$ cat src/rtl/result_display.sv
// Latches a datapath result and shows it one 16-bit page at a time on a
// multiplexed 4-digit seven-segment display, with button paging and an MSB-page dot.
module result_display #(
    parameter int SCAN_DIV = 50000
) (
    input  logic        clk,
    input  logic        rst,
    input  logic        result_valid,
    input  logic [63:0] result,
    input  logic [1:0]  size_sel,
    input  logic        page_btn,
    output logic        result_ack,
    output logic [3:0]  an,
    output logic [6:0]  seg,
    output logic        dp,
    output logic [1:0]  page
);

    localparam int             CW        = (SCAN_DIV > 2) ? $clog2(SCAN_DIV) : 1;
    localparam logic [CW-1:0]  SCAN_LAST = CW'(SCAN_DIV - 1);
    localparam logic [6:0]     SEG_DASH  = 7'b0111111;

    logic [CW-1:0] scan_q;
    logic [1:0]    digit_q;
    logic [63:0]   res_q;
    logic [1:0]    npage_q;
    logic          loaded_q;
    logic          btn_q;

    logic          btn_rise;
    logic          scan_wrap;
    logic [3:0]    nibble;
    logic [3:0]    an_d;
    logic [6:0]    seg_d;
    logic          dp_d;

    // Active-low cathodes, bit 0 = segment a ... bit 6 = segment g.
    function automatic logic [6:0] hex_seg(input logic [3:0] v);
        case (v)
            4'h0: hex_seg = 7'b1000000;
            4'h1: hex_seg = 7'b1111001;
            4'h2: hex_seg = 7'b0100100;
            4'h3: hex_seg = 7'b0110000;
            4'h4: hex_seg = 7'b0011001;
            4'h5: hex_seg = 7'b0010010;
            4'h6: hex_seg = 7'b0000010;
            4'h7: hex_seg = 7'b1111000;
            4'h8: hex_seg = 7'b0000000;
            4'h9: hex_seg = 7'b0010000;
            4'hA: hex_seg = 7'b0001000;
            4'hB: hex_seg = 7'b0000011;
            4'hC: hex_seg = 7'b1000110;
            4'hD: hex_seg = 7'b0100001;
            4'hE: hex_seg = 7'b0000110;
            default: hex_seg = 7'b0001110;
        endcase
    endfunction

    assign btn_rise  = page_btn & ~btn_q;
    assign scan_wrap = (scan_q == SCAN_LAST);
    // Bit offset 16*page + 4*digit is just the concatenation {page, digit, 2'b00}.
    assign nibble    = res_q[{page, digit_q, 2'b00} +: 4];

    always_comb begin
        an_d  = ~(4'b0001 << digit_q);
        seg_d = SEG_DASH;
        dp_d  = 1'b1;
        if (loaded_q) begin
            seg_d = hex_seg(nibble);
            dp_d  = !((digit_q == 2'd3) && (page == npage_q));
        end
    end

    always_ff @(posedge clk) begin
        if (rst) begin
            scan_q     <= '0;
            digit_q    <= '0;
            res_q      <= '0;
            npage_q    <= '0;
            loaded_q   <= 1'b0;
            btn_q      <= 1'b0;
            page       <= '0;
            result_ack <= 1'b0;
            an         <= 4'b1110;
            seg        <= SEG_DASH;
            dp         <= 1'b1;
        end else begin
            scan_q <= scan_wrap ? '0 : scan_q + CW'(1);
            if (scan_wrap) begin
                digit_q <= digit_q + 2'd1;
            end
            btn_q      <= page_btn;
            result_ack <= result_valid;
            // A capture in the same cycle as a button edge swallows the edge.
            if (result_valid) begin
                res_q    <= result;
                npage_q  <= size_sel;
                loaded_q <= 1'b1;
                page     <= '0;
            end else if (btn_rise && loaded_q) begin
                page <= (page == npage_q) ? 2'd0 : page + 2'd1;
            end
            an  <= an_d;
            seg <= seg_d;
            dp  <= dp_d;
        end
    end

endmodule
$ cat config.mk
export PLATFORM = sky130hd
export DESIGN_NAME = result_display
export DESIGN_NICKNAME = d
export VERILOG_FILES = /design/src/rtl/result_display.sv
export SDC_FILE = /design/constraint.sdc
export NUM_CORES = 1
export LEC_CHECK = 0
export ABC_AREA = 1
export CAP_MARGIN = 20
export CORE_MARGIN = 5
export CORE_UTILIZATION = 26
export CTS_BUF_LIST = sky130_fd_sc_hd__clkbuf_4 sky130_fd_sc_hd__clkbuf_8 sky130_fd_sc_hd__clkbuf_16
export DETAILED_ROUTE_END_ITERATION = 6
export PLACE_DENSITY = 0.55
export REMOVE_ABC_BUFFERS = 1
export SLEW_MARGIN = 20
export SYNTH_ARGS = -nofsm -noshare
export SYNTH_HDL_FRONTEND = slang
export SYNTH_SLANG_ARGS = --single-unit
$ cat constraint.sdc
create_clock -name clk -period 2.5 [get_ports clk]
set_input_delay 0.5 -clock clk [delete_from_list [all_inputs] [get_ports clk]]
set_output_delay 0.5 -clock clk [all_outputs]
set_load 0.005 [all_outputs]
* After elaboration in Yosys (flattened, before gate mapping)
Memories as Yosys holds them, arrays and structs flattened. A register that Yosys moved wholly into a read port is not among the register bits.
Index checks and enable logic that the tools add are counted.
** Cells by class
- $add $sub $neg :: 3
- Multiply operators :: 0
- Divide/modulo/power cells :: 0
- Order comparisons :: 0
- Eq/ne operators :: 3
- Shift operators :: 2
- Multiplexer cells :: 1
- Bitwise logic cells :: 4
- Reduce and logical (&&, ||, !) cells :: 6
** Operators with widths (count)
- $shiftx 64x7->4 :: 1
- $add 16x1->16 const B :: 1
- $eq 16x16->1 const B :: 1
- $reduce_or 2->1 :: 3
- $add 2x1->2 const B :: 2
- $not 4->4 :: 1
- $shl 1x2->4 const A :: 1
- $eq 2x2->1 :: 1
- $eq 2x2->1 const B :: 1
- $logic_and 1x1->1 :: 2
- $mux 2 :: 1
- $not 1->1 :: 2
- $and 1x1->1 :: 1
- $logic_not 1->1 :: 1
** Word-level totals
- Flip-flop bits (word level) :: 94
- Latch bits :: 0
- Memory bits (writable) :: 0
- ROM bits :: 112
- Bits of input ports :: 70
- Output and inout bits :: 15
- Logic and storage cells :: 30
- Memories kept :: 1
** Memory list
- (name not given) :: depth 16, width 7, rd ports 1, clocked after Yosys merged registers in 1, write ports 0, line 39 : case (v)

* Longest topological paths before layout
- Depth in word-level cells :: 3
- Gate-level depth with buffers :: 15
- Gate-level depth less buffers :: 13

* Worst setup path before layout
No wires, ideal clock.
- Path kind :: flip-flop to flip-flop
- Start point :: reg digit_q[0]
- End point :: reg seg[3]
- Library setup time :: 0.131 ns
- Arrival time :: 1.709 ns
- Data required time :: 2.369 ns
- Setup slack :: 0.660 ns
- Cell stages (with the launch flop) :: 16
- Buffers on the path :: 3
- Period minus slack after synthesis :: 1.840 ns
- Cell sequence :: dfxtp_1 buf_6 buf_6 buf_6 nand2_1 o211ai_1 nand3_1 nand3_1 nand2_1 inv_1 ha_1 inv_1 nand2_1 nand2_1 nand2_1 nand3_1
** Between the ends
- Longest elaborated chain between the ends :: 1
** Ends and longest elaborated chain
- start, declared :: line 24 : logic [1:0] digit_q;
- start signal, assigned :: line 90 : digit_q <= digit_q + 2'd1;
- $shiftx 64x7->4 :: line 62 : assign nibble = res_q[{page, digit_q, 2'b00} +: 4];
- end, declared :: line 14 : output logic [6:0] seg,
Every way passes these cells.
A chain may end at the register's enable or synchronous reset.

* Worst setup path after layout
- Start point :: reg page[0]
- End point :: reg seg[3]
** Between the ends
- Longest elaborated chain between the ends :: 1
** Ends and longest elaborated chain
- start, declared :: line 16 : output logic [1:0] page
- start signal, assigned :: line 101 : page <= (page == npage_q) ? 2'd0 : page + 2'd1;
- $shiftx 64x7->4 :: line 62
Every way passes these cells.

==> results.md <==
- Status: completed
- Core ar.: 16600 um^2
- Via density: 4.24
- Largest family of logic cells by synthesized area: simple AND/OR/NAND/NOR gates
- Worst r2r path cells: 11
- DRC: 0
- Number of buffers created by CTS: 9
- Compound-cell area share of the yosys netlist: 0.124
- First-pass GRT wire length: 18800 um
- Final setup vio count: 0
- Hold WS: 0.446 ns
- Clock latency on the worst-skew pair: 0.35 ns
- R2r startpoint: page[0]$_SDFFE_PP0P_
- Gr usage total: 0.119
- Global route total overflow: 0
- Xor and xnor area share after synthesis: 0.00994
- Placer Congestion: 0.786
- Simple-gate share of the synthesized area: 0.268
- Min Clock Period, post-route: 1.95 ns
- Post-synth ARST share: 0
- CTS Sinks: 101
- Final Max Tran Viols: 0
- Worst Tran Pin Value: 0.484 ns
- Avg Synthesized Cell Area: 7.48 um^2
- #FFs+latches synth: 101
- Clock Skews: 0.0112 ns
- End of the critical path: seg[3]$_SDFF_PP1_
- Period Utilization, post-route: 0.779
- Post-route cell area: 5770 um^2
- DR WL/cell: 12.6 um
- DRT Wirelength: 11300 um
- Initial Util: 0.266
- R2R Setup Slk: 0.55 ns
- Area of the multi-input gates: 1910 um^2
- Ys Warns: 0
- Share of layout cells above drive strength 1: 0.0622
- CTS tree: built
- # fillers: 1786
- Fmax: 514 MHz
- Placed insts: 880
- Placed cell areas: 5470 um^2
- Multiplexer area fraction after synthesis: 0
- Core Rows: 47
- Post-CTS Setup Bufs: 0
- DR pass1 iterations: 4
- Crit path buf inv count: 3
- CTS resizes: 0
- Final ANT Viol Nets: 0
- Largest delay contributor family on the critical path: simple AND/OR/NAND/NOR gates
- CP cell instances: clkinv_1 > nand3_1 > nand3_1 > nand2_1 > inv_1 > ha_1 > inv_1 > nand2_1 > nand2_1 > nand2_1 > nand3_1
- Place WS: 0.458 ns
- Initial drt markers: 236
- Type of the worst min-delay path: flip-flop to flip-flop
- Hold path startpoint: scan_q[0]$_SDFF_PP0_
- CP startpoint kind: flip-flop
- Clock Tree Root: clkbuf_16
- Worst-path maximum fanout: 9
- CTS HTree Levels: 3
- Sequential Area: 2020 um^2
- Final hold violations: 0
- Setup crit end kind: flip-flop
- Synth Flop Type: dfxtp_1
- Total number of vias: 3794
- Capturing point of the worst reg2reg path: seg[3]$_SDFF_PP1_
- Post-CTS Hold Buffers: 0
- Critical Path Stages: 11
- Synth cell types: 31
- Final nets: 752
- Crit path largest cell delay: 0.33 ns
- Crit Path Class: flip-flop to flip-flop
- Vias in the first global route: 3748
- Number of flops mapped to enable cells by yosys: 0
- Critical Path Source: page[0]$_SDFFE_PP0P_
- Slew margin rel.: 0.677
- Worst EP arrival: 2.15 ns
- CTS clk-pin slew, worst paths: 0.06 ns
- Post-DP HPWL: 8230 um
- Pwr dens: 604 nW/um^2
- IO Count: 85
- Post-route insts no fill: 895
- Max-cap violations: 0
- Share of the yosys chip area belonging to registers: 0.459
- Die area: 19600 um^2
- Worst EP required: 2.71 ns
- Post-Syn Area: 4410 um^2
- RSZ-0062 raised after global routing: false
- Die Span Y: 140 um
- Cell repeated most along the worst path: nand2_1
- Synth Instances: 589
- CTS Buffer Depth: 2
- Port buffer count: 84
- VDD IR-drop max: 0.388 mV
- Initial antenna violation count: 0
- Max stage delay cell, worst path: dfxtp_1
- Setup ws final: 0.554 ns
- Die X-Extent: 140 um
- # diodes: 0
- Leakage: 2.29 nW
- Synth-to-layout area growth: 30.9%
- Synth Area in Adders: 0.0312
- Largest net degree at the start of global routing: 68
- Setup TNS: 0 ns
==> state kept, by name, indices dropped and copies added, names as in the netlist <==
name        count
btn_q           1
res_q          64
result_ack      1
loaded_q        1
dp              1
an              4
digit_q         2
npage_q         2
scan_q         16
page            2
seg             7
==> cell families (layout without fill, tap and decap cells) <==
kind of cell,Yosys count,after routing
fa+ha+maj,11,11
xor+xnor,5,5
flops,101,101
simple gates,268,268
compound gates,94,94
buf+inv,110,196
==> per-layer routing <==
layer  routed length [um]  GRT usage  part of all wire
met5                    0          0                 0
met1                 5710      0.159              0.51
met4                  158     0.0418             0.014
met3                  411     0.0266             0.036
met2                 5010      0.189              0.44
==> synth_stat cells (all sizes together) (10+ instances only) <==
| cell type | instances | share of area |
|---|---|---|
| nand2 | 159 | 0.14 |
| o21ai | 59 | 0.067 |
| a22o | 10 | 0.020 |
| o211ai | 14 | 0.024 |
| inv | 83 | 0.072 |
| nor2 | 27 | 0.024 |
| ha | 11 | 0.031 |
| nor3 | 12 | 0.015 |
| a21oi | 10 | 0.011 |
| dfxtp | 101 | 0.46 |
| buf | 16 | 0.027 |
| nand3 | 59 | 0.073 |
==> worst reg2reg max path, delay by kind of cell (launching register included) <==
family | cells | cell delay, ns
fa+ha+maj | 1 | 0.31
buf+inv | 3 | 0.47
flops | 1 | 0.33
simple gates | 7 | 0.68
==> where the power goes <==
part / switching (mW) / leakage [nW] / internal, mW
logic: 0.183 / 1.31 / 0.194
registers: 0.0241 / 0.830 / 1.69
clock network: 0.586 / 0.149 / 0.807
total: 0.793 / 2.29 / 2.69
==> metrics by stage <==
stage,utilization,power (mW)
2_1_floorplan,-,1.93
3_3_place_gp,0.330,2.13
3_5_place_dp,0.330,2.13
4_1_cts,0.348,3.54
5_1_grt,0.348,3.65
6_report,0.348,3.48
==> area by class of cell <==
cell class / count / share of cell area
well taps: 220 / 0.0477
flip-flops and latches: 101 / 0.351
multi-input cells: 378 / 0.331
repair buffers: 96 / 0.164
inverters: 85 / 0.0562
clock inverters: 4 / 0.00846
clock buffers: 11 / 0.0427
==> cells in the final DEF, fill, tap and decap left out, types with 10 or more instances in the layout <==
master / n
buf_4: 11
nor2_1: 26
a21oi_1: 10
nand2_1: 155
o211ai_1: 14
dfxtp_1: 100
inv_1: 78
clkdlybuf4s50_1: 84
a22o_1: 10
ha_1: 11
nor3_1: 11
nand3_1: 57
o21ai_0: 57
==> worst min path at each step <==
stage | end | cells after the start | slack, ns
4_1_cts | scan_q[0]$_SDFF_PP0_ | 1 | 0.45
3_3_place_gp | scan_q[0]$_SDFF_PP0_ | 1 | 0.43
5_1_grt | res_q[48]$_SDFFE_PP0P_ | 2 | 0.48
3_5_place_dp | scan_q[0]$_SDFF_PP0_ | 1 | 0.44
6_report | scan_q[0]$_SDFF_PP0_ | 1 | 0.45
2_1_floorplan | scan_q[0]$_SDFF_PP0_ | 1 | 0.42
(Power assumes the default switching activity.)
==> edit 1: new RTL, same settings <==
`SCAN_DIV`: 50000 -> 100000.
--- a/src/rtl/result_display.sv
+++ b/src/rtl/result_display.sv
@@ -1,7 +1,7 @@
 // Latches a datapath result and shows it one 16-bit page at a time on a
 // multiplexed 4-digit seven-segment display, with button paging and an MSB-page dot.
 module result_display #(
-    parameter int SCAN_DIV = 50000
+    parameter int SCAN_DIV = 100000
 ) (
     input  logic        clk,
     input  logic        rst,
Behaviour: same outputs for any inputs over 10 cycles, from zero or initial values and one cycle with rst high; that may be too few to reach the edited logic, so the function may still have changed.
==> edit 1 against the original RTL <==
First-iteration DRC count up 14%. Critical path depth rose by 1. Sequential cell count up 1. Combinational power rose by 1%. Synthesized area rose by 2.6%. Sequential share of layout area shrank 0.22 points. Routed wire length rose by 3.2%. Global-route usage is 0.21 points higher. Clock power is 4% lower. Setup slack lost 67 ps. Hold slack better by 3.0 ps. Power down 1.1%. Count of clock-buffer cells in the layout is 1 higher. Design area grew 1.6%. Highest routed layer unchanged.
==> edit 1: results (changes against the original RTL) <==
* Fin util at 0.341 (-0.00677)
* Nonclk inv count at 93 (+9.4%)
* Layout clock area frac at 0.0487 (-0.00250)
* Placed Cells at 913 (+3.8%)
* Fill cell count at 1,884 (+5.5%)
* Share of cells above drive strength 1 at 0.0597 (-0.00256)
* Sequential-to-total area share from yosys stat at 0.452 (-0.00726)
* Top flop regs: res_q (64), scan_q (17), seg (7)
* DP Worst Slack at 343 ps (-115 ps)
* First-pass GRT wire length at 19,400 um (+3.3%)
* Fraction of registers with async set/reset at 0 (unchanged)
* Clock buffer count in the final layout at 12 (+1)
* #MultiIn Comb at 401 (+6.1%)
* Pin count of the biggest net entering global routing at 64 (-5.9%)
* Synth area leaders: dfxtp_1, nand2_1, nand3_1, inv_1, o21ai_0
* GP Congestion at 0.816 (+3.8%)
* Worst vdd ir at 0.332 mV (-14%)
* Leakage at 2.40 nW (+5.1%)
* Routed WL per cell at 12.5 um (-0.59%)
* CP arrival at 2250 ps (+100 ps)
* Number of global-route vias before repair at 3,893 (+3.9%)
* Non-clock buffers at 92 (-4.2%)
* Status: completed
* Final Cell Area at 0.00586 mm2 (+1.6%)
* DRT Wirelength at 11,700 um (+3.2%)
* GRT Overall Usage at 0.121 (+0.00207)
* Dpl cell area at 0.00557 mm2 (+1.8%)
* Unique masters post-synth at 33 (+6.5%)
* Worst slew margin at 0.627 (-0.0494)
==> edit 1: final timing paths <==
kind         startpoint        end  slack, ps  cells past startpoint
max          digit_q[0]     seg[1]        490                     12
min           scan_q[0]  scan_q[0]        450                      1
max reg2reg  digit_q[0]     seg[1]        490                     12
min reg2reg   scan_q[0]  scan_q[0]        450                      1
==> edit 1: power breakdown <==
part / internal (mW) / switching [mW]
Combinational: 0.194 / 0.189
Sequential: 1.70 / 0.0220
Clock: 0.731 / 0.606
==> edit 1: metal layers <==
metal | vias up | GRT usage | wire [um]
li1 | 2115 | - | -
met1 | 1724 | 0.154 | 5420
met2 | 67 | 0.193 | 5330
met3 | 12 | 0.0401 | 700
met4 | 0 | 0.0384 | 209
met5 | - | 0 | 0
==> edit 1: kinds of logic after synthesis <==
kind of cell | after synthesis | synth area share
AOI/OAI and AO/OA | 78 | 0.0916
and+or+nand+nor | 303 | 0.299
DFF | 102 | 0.452
buffers and inverters | 118 | 0.109
adders and majority gates | 11 | 0.0304
xor gates and xnor gates | 9 | 0.0174
==> edit 2: new RTL, same settings <==
Made on the original files. Add an input register stage for `page_btn`, without a reset; this delays it by one clock. The other inputs are not delayed to match.
--- a/src/rtl/result_display.sv
+++ b/src/rtl/result_display.sv
@@ -19,6 +19,12 @@
     localparam int             CW        = (SCAN_DIV > 2) ? $clog2(SCAN_DIV) : 1;
     localparam logic [CW-1:0]  SCAN_LAST = CW'(SCAN_DIV - 1);
     localparam logic [6:0]     SEG_DASH  = 7'b0111111;
+
+    logic page_btn_q;
+
+    always_ff @(posedge clk) begin
+        page_btn_q <= page_btn;
+    end
 
     logic [CW-1:0] scan_q;
     logic [1:0]    digit_q;
@@ -56,7 +62,7 @@
         endcase
     endfunction
 
-    assign btn_rise  = page_btn & ~btn_q;
+    assign btn_rise  = page_btn_q & ~btn_q;
     assign scan_wrap = (scan_q == SCAN_LAST);
     // Bit offset 16*page + 4*digit is just the concatenation {page, digit, 2'b00}.
     assign nibble    = res_q[{page, digit_q, 2'b00} +: 4];
@@ -89,7 +95,7 @@
             if (scan_wrap) begin
                 digit_q <= digit_q + 2'd1;
             end
-            btn_q      <= page_btn;
+            btn_q      <= page_btn_q;
             result_ack <= result_valid;
             // A capture in the same cycle as a button edge swallows the edge.
             if (result_valid) begin
Behaviour: not the same (Yosys sat finds a counterexample within 4 cycles, from zero or initial values and one cycle with rst high).
==> edit 2 against the original RTL <==
Clock skew down 6.0 ps. Hold slack better by 4.2 ps. Global-route usage up 0.19 points. Setup slack worse by 69 ps. Sequential share of layout area about the same. Power up 7.1%. Design area up 0.98%. Sequential cell count up 1. Routed wire length up 2.1%. Synthesized area up 0.45%. First-iteration DRC count down 11%. Critical path type unchanged. Largest power group unchanged.
==> edit 2: results (changes against the original RTL) <==
* Status: completed
* Post-DP HPWL at 8430 um (+2.3%)
* Insertion delay of the later-clocked pin in the worst-skew pair at 350 ps (about the same)
* Storage element area at 0.00204 mm2 (+0.99%)
* Initial DRC Count at 209 (-11%)
* Fill cell count at 1,759 (-1.5%)
* Yosys Warn Count at 0 (unchanged)
* Dpl cell area at 0.00548 mm2 (about the same)
* Crit-path max cell delay at 490 ps (+160 ps)
* Via density at 4.30 (+1.4%)
* Share of cells above drive strength 1 at 0.0607 (-0.00148)
* R2R setup slack at 480 ps (-70 ps)
* Initial antenna violation count at 0 (unchanged)
* Leakage at 2.30 nW (+0.69%)
* Port bufs at 84 (unchanged)
* Number of global-route vias before repair at 3,701 (-1.3%)
* Post-CTS sizing at 0 (unchanged)
* H-tree depth at 3 (unchanged)
* Sequential-to-total area share from yosys stat at 0.461 (+0.00245)
* Post-CTS setup buffer count at 0 (unchanged)
* Fraction of registers with async set/reset at 0 (unchanged)
* Syn avg cell area at 7.50 um2 (+0.28%)
* GP Congestion at 0.812 (+3.3%)
* Hold Path Class: register to register
* Final Hold Slack at 450 ps (+4.16 ps)
* First-pass GRT wire length at 18,800 um (+0.22%)
* Final Net Count at 751 (-0.13%)
* Non-filler cells in the finished layout at 895 (unchanged)
* Final Skew at 5.17 ps (-6.03 ps)
* Post-Synth XOR/XNOR Area at 0.00990 (-0.0000450)
* Dominant cell type by area after synthesis: dfxtp_1
* CTS buffer count at 9 (unchanged)
* CP max-delay cell: dfxtp_1
* WHS Path Cells at 1 (unchanged)
* Mux cell area share after synthesis at 0 (unchanged)
* DRT Wirelength at 11,500 um (+2.1%)
* Crit Reg-Reg Startpoint: digit_q[1]
* Main synth FF type: dfxtp_1
* GRT Overall Usage at 0.121 (+0.00195)
* Worst vdd ir at 0.323 mV (-17%)
* Crit path max fanout at 8 (-1)
* Worst slew pin tran at 493 ps (+9.33 ps)
* R2r endpoint: seg[3]
* Placed Cells at 879 (-0.11%)
* Synth top cells by count: nand2_1, dfxtp_1, inv_1
* CTS max path bufs at 2 (unchanged)
* CP arrival at 2240 ps (+90 ps)
* Compound-cell area share of the yosys netlist at 0.123 (-0.000559)
* WHS Endpoint: scan_q[0]
* CP top delay family: simple AND/OR/NAND/NOR gates
* # diodes at 0 (unchanged)
* Post-synthesis adder-cell area fraction at 0.0311 (-0.000141)
* Root Buffer: clkbuf_16
* Worst R2R Path Depth at 12 (+1)
* Reg clk slew, reported paths at 70 ps
* Synth area leaders: dfxtp_1, nand2_1, inv_1, nand3_1, o21ai_0
* Top flop regs: res_q (64), scan_q (16), seg (7)
* Hold_sp: scan_q[0]
==> edit 2: cell count changes in the layout (fill, tap and decap cells not counted) <==
cell        change
bufinv_16       +2
clkbuf_4        +1
clkinv_2        -2
clkinvlp_4      +1
clkbuf_8        -1
dfxtp_1         +1
buf_4           -2
inv_6           +1
clkinv_4        -1
==> edit 2: worst max path at each step <==
stage	endpoint	cells after the start	startpoint
2_1_floorplan	seg[3]	13	digit_q[0]
3_3_place_gp	res_q[33]	7	rst
3_5_place_dp	res_q[33]	7	rst
4_1_cts	seg[3]	12	digit_q[1]
5_1_grt	seg[3]	13	digit_q[0]
6_report	seg[3]	12	digit_q[1]
==> edit 2: cell type report <==
| type | count | area share |
|---|---|---|
| inverter | 85 | 0.0556 |
| clock buffer | 11 | 0.0412 |
| multi-input combinational | 378 | 0.327 |
| sequential | 102 | 0.351 |
| tap | 220 | 0.0473 |
| clock inverter | 5 | 0.0183 |
| timing repair buffer | 94 | 0.159 |
==> edit 2: metrics by stage <==
step	total power [mW]	setup slack, ps
final	3.73	484
after global placement	2.15	419
after CTS	3.80	458
after floorplan	1.95	-16.4
after detailed placement	2.15	405
after global routing	3.91	287
==> edit 2: cell families (layout without fill, tap and decap cells) <==
group,Yosys count,after routing
buf+inv,110,195
fa+ha+maj,11,11
xor+xnor,5,5
flops,102,102
simple gates,268,268
compound gates,94,94
==> edit 2: report_power, final <==
group / internal (mW) / total [mW] / switching [mW] / leakage [nW]
registers: 1.71 / 1.73 / 0.0266 / 0.839
clock network: 1.00 / 1.62 / 0.615 / 0.167
logic: 0.194 / 0.379 / 0.185 / 1.30
total: 2.90 / 3.73 / 0.827 / 2.30
==> edit 2: metal layers <==
layer | wire length [um] | track usage | vias to the layer above
met5 | 0 | 0 | -
met4 | 227 | 0.0490 | 0
met3 | 463 | 0.0307 | 13
met2 | 5200 | 0.188 | 79
met1 | 5650 | 0.159 | 1711
li1 | - | - | 2046
